[config.mk]
export PLATFORM = sky130hd
export DESIGN_NAME = fifo_rd_stream_adapter
export DESIGN_NICKNAME = d
export VERILOG_FILES = /design/src/rtl/fifo_stream_pkg.sv /design/src/rtl/fifo_skid_buf.sv /design/src/rtl/fifo_rd_stream_adapter.sv
export SDC_FILE = /design/constraint.sdc
export NUM_CORES = 1
export LEC_CHECK = 0
export CAP_MARGIN = 20
export CORE_UTILIZATION = 38
export DETAILED_ROUTE_END_ITERATION = 7
export PLACE_DENSITY = 0.7
export SLEW_MARGIN = 40
export SYNTH_ARGS = -nofsm -noshare
export SYNTH_HDL_FRONTEND = slang
export SYNTH_HIERARCHICAL = 1
export SYNTH_SLANG_ARGS = --single-unit
export TNS_END_PERCENT = 30
[constraint.sdc]
create_clock -name rclk -period 3.57 [get_ports rclk]
set_input_delay 0.714 -clock rclk [delete_from_list [all_inputs] [get_ports rclk]]
set_output_delay 0.714 -clock rclk [all_outputs]
set_load 0.02 [all_outputs]
[src/rtl/fifo_stream_pkg.sv]
// Shared types and helpers for the FIFO read-side stream adapter.
// The default widths match the async_fifo instance this stage sits behind.
package fifo_stream_pkg;

   localparam int DATA_W        = 8;
   localparam int BURST_LEN_DEF = 16;

   typedef logic [DATA_W-1:0] data_t;

   // A counter must be at least one bit wide, even when it only ever holds zero.
   function automatic int clog2_min1(input int n);
      return (n <= 2) ? 1 : $clog2(n);
   endfunction

endpackage

[src/rtl/fifo_skid_buf.sv]
// Two-entry register buffer. Entry 0 always holds the oldest word.
// This keeps the output data taken straight from a flop.
module fifo_skid_buf
   import fifo_stream_pkg::*;
#(
   parameter int DW = DATA_W
) (
   input  logic          clk,
   input  logic          rst_n,
   input  logic          push,
   input  logic          pop,
   input  logic [DW-1:0] push_data,
   output logic [DW-1:0] head,
   output logic [1:0]    occ
);

   logic [DW-1:0] ent0_q, ent0_d;
   logic [DW-1:0] ent1_q, ent1_d;
   logic [1:0]    occ_q, occ_d;

   // The caller never pops when empty or pushes when full.
   always_comb begin
      ent0_d = ent0_q;
      ent1_d = ent1_q;
      occ_d  = occ_q;
      case ({push, pop})
         2'b10: begin
            if (occ_q == 2'd0) ent0_d = push_data;
            else               ent1_d = push_data;
            occ_d = occ_q + 2'd1;
         end
         2'b01: begin
            ent0_d = ent1_q;
            occ_d  = occ_q - 2'd1;
         end
         2'b11: begin
            if (occ_q == 2'd1) begin
               ent0_d = push_data;
            end else begin
               ent0_d = ent1_q;
               ent1_d = push_data;
            end
         end
         default: ;
      endcase
   end

   always_ff @(posedge clk or negedge rst_n) begin
      if (!rst_n) begin
         ent0_q <= '0;
         ent1_q <= '0;
         occ_q  <= 2'd0;
      end else begin
         ent0_q <= ent0_d;
         ent1_q <= ent1_d;
         occ_q  <= occ_d;
      end
   end

   assign head = ent0_q;
   assign occ  = occ_q;

endmodule

[src/rtl/fifo_rd_stream_adapter.sv]
// Pops a first-word-fall-through FIFO into a valid/ready stream through a skid buffer.
// It frames the stream into fixed bursts and counts delivered words.
module fifo_rd_stream_adapter
   import fifo_stream_pkg::*;
#(
   parameter int DSIZE     = DATA_W,
   parameter int BURST_LEN = BURST_LEN_DEF,
   parameter int CNT_W     = 16
) (
   input  logic             rclk,
   input  logic             rrst_n,
   input  logic [DSIZE-1:0] rdata,
   input  logic             rempty,
   output logic             rinc,
   input  logic             enable,
   output logic [DSIZE-1:0] m_data,
   output logic             m_valid,
   input  logic             m_ready,
   output logic             m_last,
   output logic [CNT_W-1:0] word_cnt
);

   localparam int             BCW       = clog2_min1(BURST_LEN);
   localparam logic [BCW-1:0] LAST_BEAT = BCW'(BURST_LEN - 1);

   logic [1:0]       occ;
   logic             accept;
   logic [BCW-1:0]   beat_cnt_q, beat_cnt_d;
   logic [CNT_W-1:0] word_cnt_q, word_cnt_d;

   // Popping looks only at registered occupancy, so m_ready never reaches rinc.
   assign rinc    = rrst_n & ~rempty & enable & (occ < 2'd2);
   assign m_valid = (occ != 2'd0);
   assign accept  = m_valid & m_ready;
   assign m_last  = m_valid & (beat_cnt_q == LAST_BEAT);

   fifo_skid_buf #(
      .DW (DSIZE)
   ) u_skid (
      .clk       (rclk),
      .rst_n     (rrst_n),
      .push      (rinc),
      .pop       (accept),
      .push_data (rdata),
      .head      (m_data),
      .occ       (occ)
   );

   always_comb begin
      beat_cnt_d = beat_cnt_q;
      if (accept) begin
         beat_cnt_d = (beat_cnt_q == LAST_BEAT) ? '0 : beat_cnt_q + 1'b1;
      end
      word_cnt_d = word_cnt_q + {{(CNT_W-1){1'b0}}, accept};
   end

   always_ff @(posedge rclk or negedge rrst_n) begin
      if (!rrst_n) begin
         beat_cnt_q <= '0;
         word_cnt_q <= '0;
      end else begin
         beat_cnt_q <= beat_cnt_d;
         word_cnt_q <= word_cnt_d;
      end
   end

   assign word_cnt = word_cnt_q;

endmodule

==> results of run 1 <==
## report_power, final
| part | internal [uW] | switching [uW] | total (uW) |
|---|---|---|---|
| logic | 360 | 343 | 703 |
| clock network | 155 | 155 | 310 |
| registers | 591 | 139 | 729 |
## cell usage in the layout (no fill, tap or decap), types with 2 or more instances in the layout
cell type	Yosys	routed
a21oi_1	8	8
a221o_1	2	2
a31oi_1	6	6
buf_4	0	2
clkbuf_8	0	6
clkdlybuf4s50_1	0	38
dfrtp_1	38	38
ha_1	11	11
inv_1	9	9
mux2_1	2	2
mux2_2	8	8
mux2_4	2	2
nand2_1	13	13
nand2b_1	3	3
nand3_1	10	10
nand4_1	7	7
nor2_1	4	4
nor2b_1	2	2
nor3_1	4	4
nor3b_1	2	2
nor4_1	3	3
o21ai_0	9	9
xnor2_1	6	6
xor2_1	11	11
## sequential cells by signal, indices dropped and copies added, names as in the netlist
| signal | count |
|---|---|
| word_cnt | 16 |
| u_skid/ent1_q | 8 |
| u_skid/occ | 2 |
| u_skid/head | 8 |
| beat_cnt_q | 4 |
## worst paths after layout
path | endpoint | slack, ns | cells after the start
min reg2reg | word_cnt[15]$_DFF_PN0_ | 0.47 | 1
max in group asynchronous | beat_cnt_q[2]$_DFFE_PN0P_ | 2.75 | 2
max reg2reg | u_skid/ent1_q[4]$_DFFE_PN0P_ | 1.12 | 6
min in group asynchronous | beat_cnt_q[0]$_DFFE_PN0P_ | 0.48 | 2
max | rinc | 0.67 | 4
min | word_cnt[15]$_DFF_PN0_ | 0.47 | 1
## cell families (layout without fill, tap and decap cells)
logic type      count (synthesis)  after routing  synth area share, %
fa+ha+maj                      11             11                 7.29
buf+inv                        11             58                 2.25
xor+xnor                       17             17                 7.89
mux                            12             12                 7.56
compound gates                 27             27                 8.82
flops                          38             38                 50.4
simple gates                   54             54                 15.8
## per-layer routing
layer | part of all wire (%) | global-route usage (%) | vias to the layer above
met5 | 0 | 0 | -
met3 | 3.1 | 3.06 | 8
met1 | 49 | 21.8 | 692
met2 | 45 | 23.2 | 30
met4 | 2.0 | 6.54 | 0
li1 | - | - | 695
## layout make-up
type                       instances  area [um2]
fill                             434        2300
sequential                        38         951
multi-input combinational        121         893
timing repair buffer              41         400
tap                               67        83.8
clock buffer                       6        82.6
inverter                           9        33.8
clock inverter                     2        12.5
## worst max-delay path, stage by stage
cell	delay (ns)
clkdlybuf4s50_1	0.44
nor4bb_1	0.25
buf_4	0.18
clkdlybuf4s50_1	0.60
## metrics by stage
step / worst slack (ns) / power, uW / area [um2] / std cells
6_report: 0.674 / 1740 / 2460 / 284
5_1_grt: 0.650 / 1870 / 2460 / 284
4_1_cts: 0.665 / 1750 / 2460 / 284
3_5_place_dp: 0.613 / 1440 / 2360 / 276
3_3_place_gp: 0.671 / 1420 / 2360 / 276
2_1_floorplan: 0.574 / 1160 / 1890 / 170
==> results.py, run 1 <==
metrics = {
    "logic_synthesis": {
        "syn_area_per_cell_um2": 11.1,
        "seq_area_frac_synth_pct": 50.4,
        "synth_top_area_share_pct": 50.4,
        "synth_warnings": 6,
        "synth_nets": 194,
        "postSynth.asyncResetShare_pct": 100,
        "synth_seq_cells": 38,
        "syn-instance-count": 170,
        "synth_area_um2": 1890,
        "yosys-top-cells-area": "dfrtp_1 (50%), ha_1 (7.3%), xor2_1 (5.1%), mux2_2 (4.8%), xnor2_1 (2.8%)",
        "synth-edff-count": 0,
        "synth_ff_type": "dfrtp_1",
        "synth_most_common_cell": "dfrtp_1",
        "synth_common_cells": "dfrtp_1 (38), nand2_1 (13), ha_1 (11), xor2_1 (11), nand3_1 (10)",
        "synthDistinctLibCells": 31,
        "yosysTopAreaCell": "dfrtp_1",
    },
    "timing": {
        "clock.fmax_ghz": 0.345,
        "tightest_slew_ns": 0.477,
        "period_share_pct": 81.1,
        "setup_viol": 0,
        "finClkSkew_ns": 0.00293,
        "min_period_ns": 2.90,
        "fin_hold_ws_ns": 0.472,
        "rsz0062_at_grt": "no",
        "report.final.slew_viol_count": 0,
        "hold_viol_final": 0,
        "tns_ns": 0,
        "relSlewSlack_pct": 68.2,
    },
    "clock_tree": {
        "worst_skew_pair.late_latency_ns": 0.29,
        "hold_buffers": 0,
        "root_buffer": "clkbuf_8",
        "cts_sinks": 38,
        "clockBufferDepth": 2,
        "cts_tree": "yes",
        "cts_resized": 0,
        "numCtsBuffers": 5,
        "postCtsSetupRepairBufs": 0,
        "htree_levels": 2,
        "clkTransAtPathRegs_ns": 0.08,
    },
    "routing": {
        "wl_per_cell_um": 13.2,
        "drc": 0,
        "via_per_inst": 5.02,
        "firstDrtPassIters": 4,
        "first_iter_violations": 130,
        "routed_wl_mm": 3.74,
        "postRouteAntennaNets": 0,
        "num_vias": 1425,
    },
    "run": {
        "maxCapViolCount": 0,
    },
    "final_layout": {
        "area_delta_synth_final_pct": 30.2,
        "postLayoutCoreUtil_pct": 51.7,
        "num_antenna_cells": 0,
        "drive_gt1_share_pct": 12.0,
        "nNetsFinal": 240,
    },
    "worst_setup_path": {
        "worst_setup_path_start_kind": "input port",
        "crit_path_end_kind": "output pin",
        "critPathKind": "in -> out",
        "required_ns": 2.86,
        "arrival_ns": 2.18,
        "r2r-start": "u_skid/occ[0]$_DFFE_PN0P_",
        "critPathLaunch": "enable",
        "worst-path-max-fanout": 4,
    },
    "die": {
        "start_util_pct": 39.7,
        "die_x_um": 72.5,
        "ios": 40,
        "fp-row-count": 25,
        "core_area_um2": 4750,
        "die_y_um": 72.5,
        "die_area_um2": 5250,
    },
    "global_routing": {
        "grt_start_max_net_pins": 39,
        "antenna_found_initial": 0,
        "track_usage_pct": 15.5,
        "grt_first_pass_wirelength_mm": 6.20,
        "gr-total-overflow": 0,
        "grt_pass1_vias": 1270,
    },
    "power": {
        "ir_drop_v": 0.000376,
        "p_leak_uw": 0.00108,
        "p_per_area_nw_per_um2": 709,
    },
    "min_path": {
        "min_from": "word_cnt[15]$_DFF_PN0_",
        "hp-class": "reg -> reg",
    },
    "run_status": {
        "status": "completed",
    },
    "place": {
        "io_buffers": 39,
        "gp_congestion": 0.820,
        "hpwl_mm": 2.70,
    },
}
Note: power is estimated with default switching activity, not from simulation.
==> inputs of run 2 (changes only) <==
PLACE_DENSITY = 0.72   (was 0.7)
clock period = 2.6 ns   (was 3.57 ns; I/O delays follow)
==> run 2 against run 1 <==
Final area increased by 2.9%. Count of clock-buffer cells in the layout up 1. Clock power is 34% higher.
==> results.py, run 2 (synthesis gave the netlist of run 1 again) <==
metrics = {
    "clock_tree": {
        "numCtsBuffers": 5,
        "postCtsSetupRepairBufs": 0,
        "root_buffer": "clkbuf_8",
        "cts_sinks": 38,
        "worst_skew_pair.late_latency_ns": 0.29,
        "clkTransAtPathRegs_ns": 0.07,
        "cts_resized": 0,
        "htree_levels": 2,
        "cts_tree": "yes",
        "hold_buffers": 0,
        "clockBufferDepth": 2,
    },
    "timing": {
        "tightest_slew_ns": 0.482,
        "relSlewSlack_pct": 67.9,
        "report.final.slew_viol_count": 0,
        "finClkSkew_ns": 0.00688,
        "period_share_pct": 95.9,
        "hold_viol_final": 0,
        "tns_ns": 0,
        "setup_viol": 0,
        "rsz0062_at_grt": "no",
        "setup_ws_ns": 0.106,
        "min_period_ns": 2.49,
        "fin_hold_ws_ns": 0.340,
        "clock.fmax_ghz": 0.401,
    },
    "routing": {
        "routed_wl_mm": 4.00,
        "num_vias": 1450,
        "postRouteAntennaNets": 0,
        "firstDrtPassIters": 4,
        "via_per_inst": 4.95,
        "first_iter_violations": 57,
        "drc": 0,
        "wl_per_cell_um": 13.7,
    },
    "power": {
        "p_per_area_nw_per_um2": 960,
        "total_power_uw": 2430,
        "p_leak_uw": 0.00113,
        "ir_drop_v": 0.000491,
    },
    "final_layout": {
        "num_antenna_cells": 0,
        "area_delta_synth_final_pct": 34.0,
        "layout_common_cells": "dfrtp_1 (38), clkdlybuf4s50_1 (38), nand2_1 (13)",
        "drive_gt1_share_pct": 15.5,
        "fin_area_um2": 2530,
        "largest_reg_flops": 16,
        "seqCellArea_um2": 951,
        "multi_input_area_um2": 900,
        "nNetsFinal": 249,
        "nFillCells": 430,
    },
    "place": {
        "gp_congestion": 0.818,
        "io_buffers": 39,
        "place_ws_ns": 0.0247,
        "dpl_cell_area_um2": 2440,
        "hpwl_mm": 3.02,
    },
    "worst_setup_path": {
        "reg2reg_slack_ns": 0.51,
        "worst-path-max-fanout": 2,
        "critPathLaunch": "enable",
        "arrival_ns": 1.97,
        "worst_r2r_endpoint": "u_skid/ent1_q[4]$_DFFE_PN0P_",
        "cp_cell_sequence": "clkdlybuf4s50_1 -> nor4bb_2 -> clkdlybuf4s50_1",
        "worst_setup_path_start_kind": "input port",
        "endpoint": "rinc",
        "required_ns": 2.08,
        "critPathKind": "in -> out",
        "crit_path_end_kind": "output pin",
        "cpPeakStageDelay_ns": 0.66,
        "r2r-start": "u_skid/occ[0]$_DFFE_PN0P_",
        "cp_slowest_cell": "clkdlybuf4s50_1",
        "crit_path_frequent_cell": "clkdlybuf4s50_1",
        "reg2regPathDepth": 6,
    },
    "die": {
        "die_x_um": 72.5,
        "die_y_um": 72.5,
        "core_area_um2": 4750,
        "ios": 40,
        "start_util_pct": 39.7,
        "fp-row-count": 25,
        "die_area_um2": 5250,
    },
    "global_routing": {
        "grt_pass1_vias": 1392,
        "antenna_found_initial": 0,
        "track_usage_pct": 16.1,
        "gr-total-overflow": 0,
        "grt_first_pass_wirelength_mm": 6.51,
        "grt_start_max_net_pins": 39,
    },
    "run": {
        "maxCapViolCount": 0,
    },
    "min_path": {
        "hp-class": "in -> async",
    },
    "run_status": {
        "status": "completed",
    },
}
==> run 2: power by group <==
group          total [uW]  internal, uW  switching, uW  leakage (uW)
clock network         414           214            201     0.0000482
logic                1010           529            480      0.000617
registers            1000           811            191      0.000464
total                2430          1550            871       0.00113
==> run 2: final cells by class <==
class	count	share of cell area [%]
Multi-Input combinational cell	121	35.6
Clock inverter	1	0.198
Sequential cell	38	37.6
Timing Repair Buffer	50	18.5
Clock buffer	7	3.42
Inverter	9	1.34
Tap cell	67	3.32
==> run 2: metal layers <==
metal | wire length, um | vias up | GRT usage, %
li1 | - | 713 | -
met1 | 1910 | 703 | 20.4
met2 | 1900 | 28 | 26.7
met3 | 125 | 6 | 3.33
met4 | 65 | 0 | 6.75
met5 | 0 | - | 0
==> run 2: how the worst min path moves through the flow <==
stage / slack, ns / startpoint / endpoint / cells past startpoint
after floorplan: 0.22 / rrst_n / beat_cnt_q[0]$_DFFE_PN0P_ / 0
after global placement: 0.46 / word_cnt[15]$_DFF_PN0_ / word_cnt[15]$_DFF_PN0_ / 1
after detailed placement: 0.48 / word_cnt[15]$_DFF_PN0_ / word_cnt[15]$_DFF_PN0_ / 1
final: 0.34 / rrst_n / u_skid/ent1_q[6]$_DFFE_PN0P_ / 2
after global routing: 0.38 / rrst_n / u_skid/head[5]$_DFFE_PN0P_ / 2
after CTS: 0.36 / rrst_n / u_skid/ent1_q[0]$_DFFE_PN0P_ / 2
==> run 2: worst max-delay path, delay by kind of cell <==
kind | cells | cell delay [ns]
and+or+nand+nor | 1 | 0.32
buffers and inverters | 2 | 1.13
==> run 2: stage by stage <==
stage / instances / util, %
after floorplan: 170 / -
after global placement: 285 / 51.2
after detailed placement: 285 / 51.2
after CTS: 293 / 53.2
after global routing: 293 / 53.2
final: 293 / 53.2
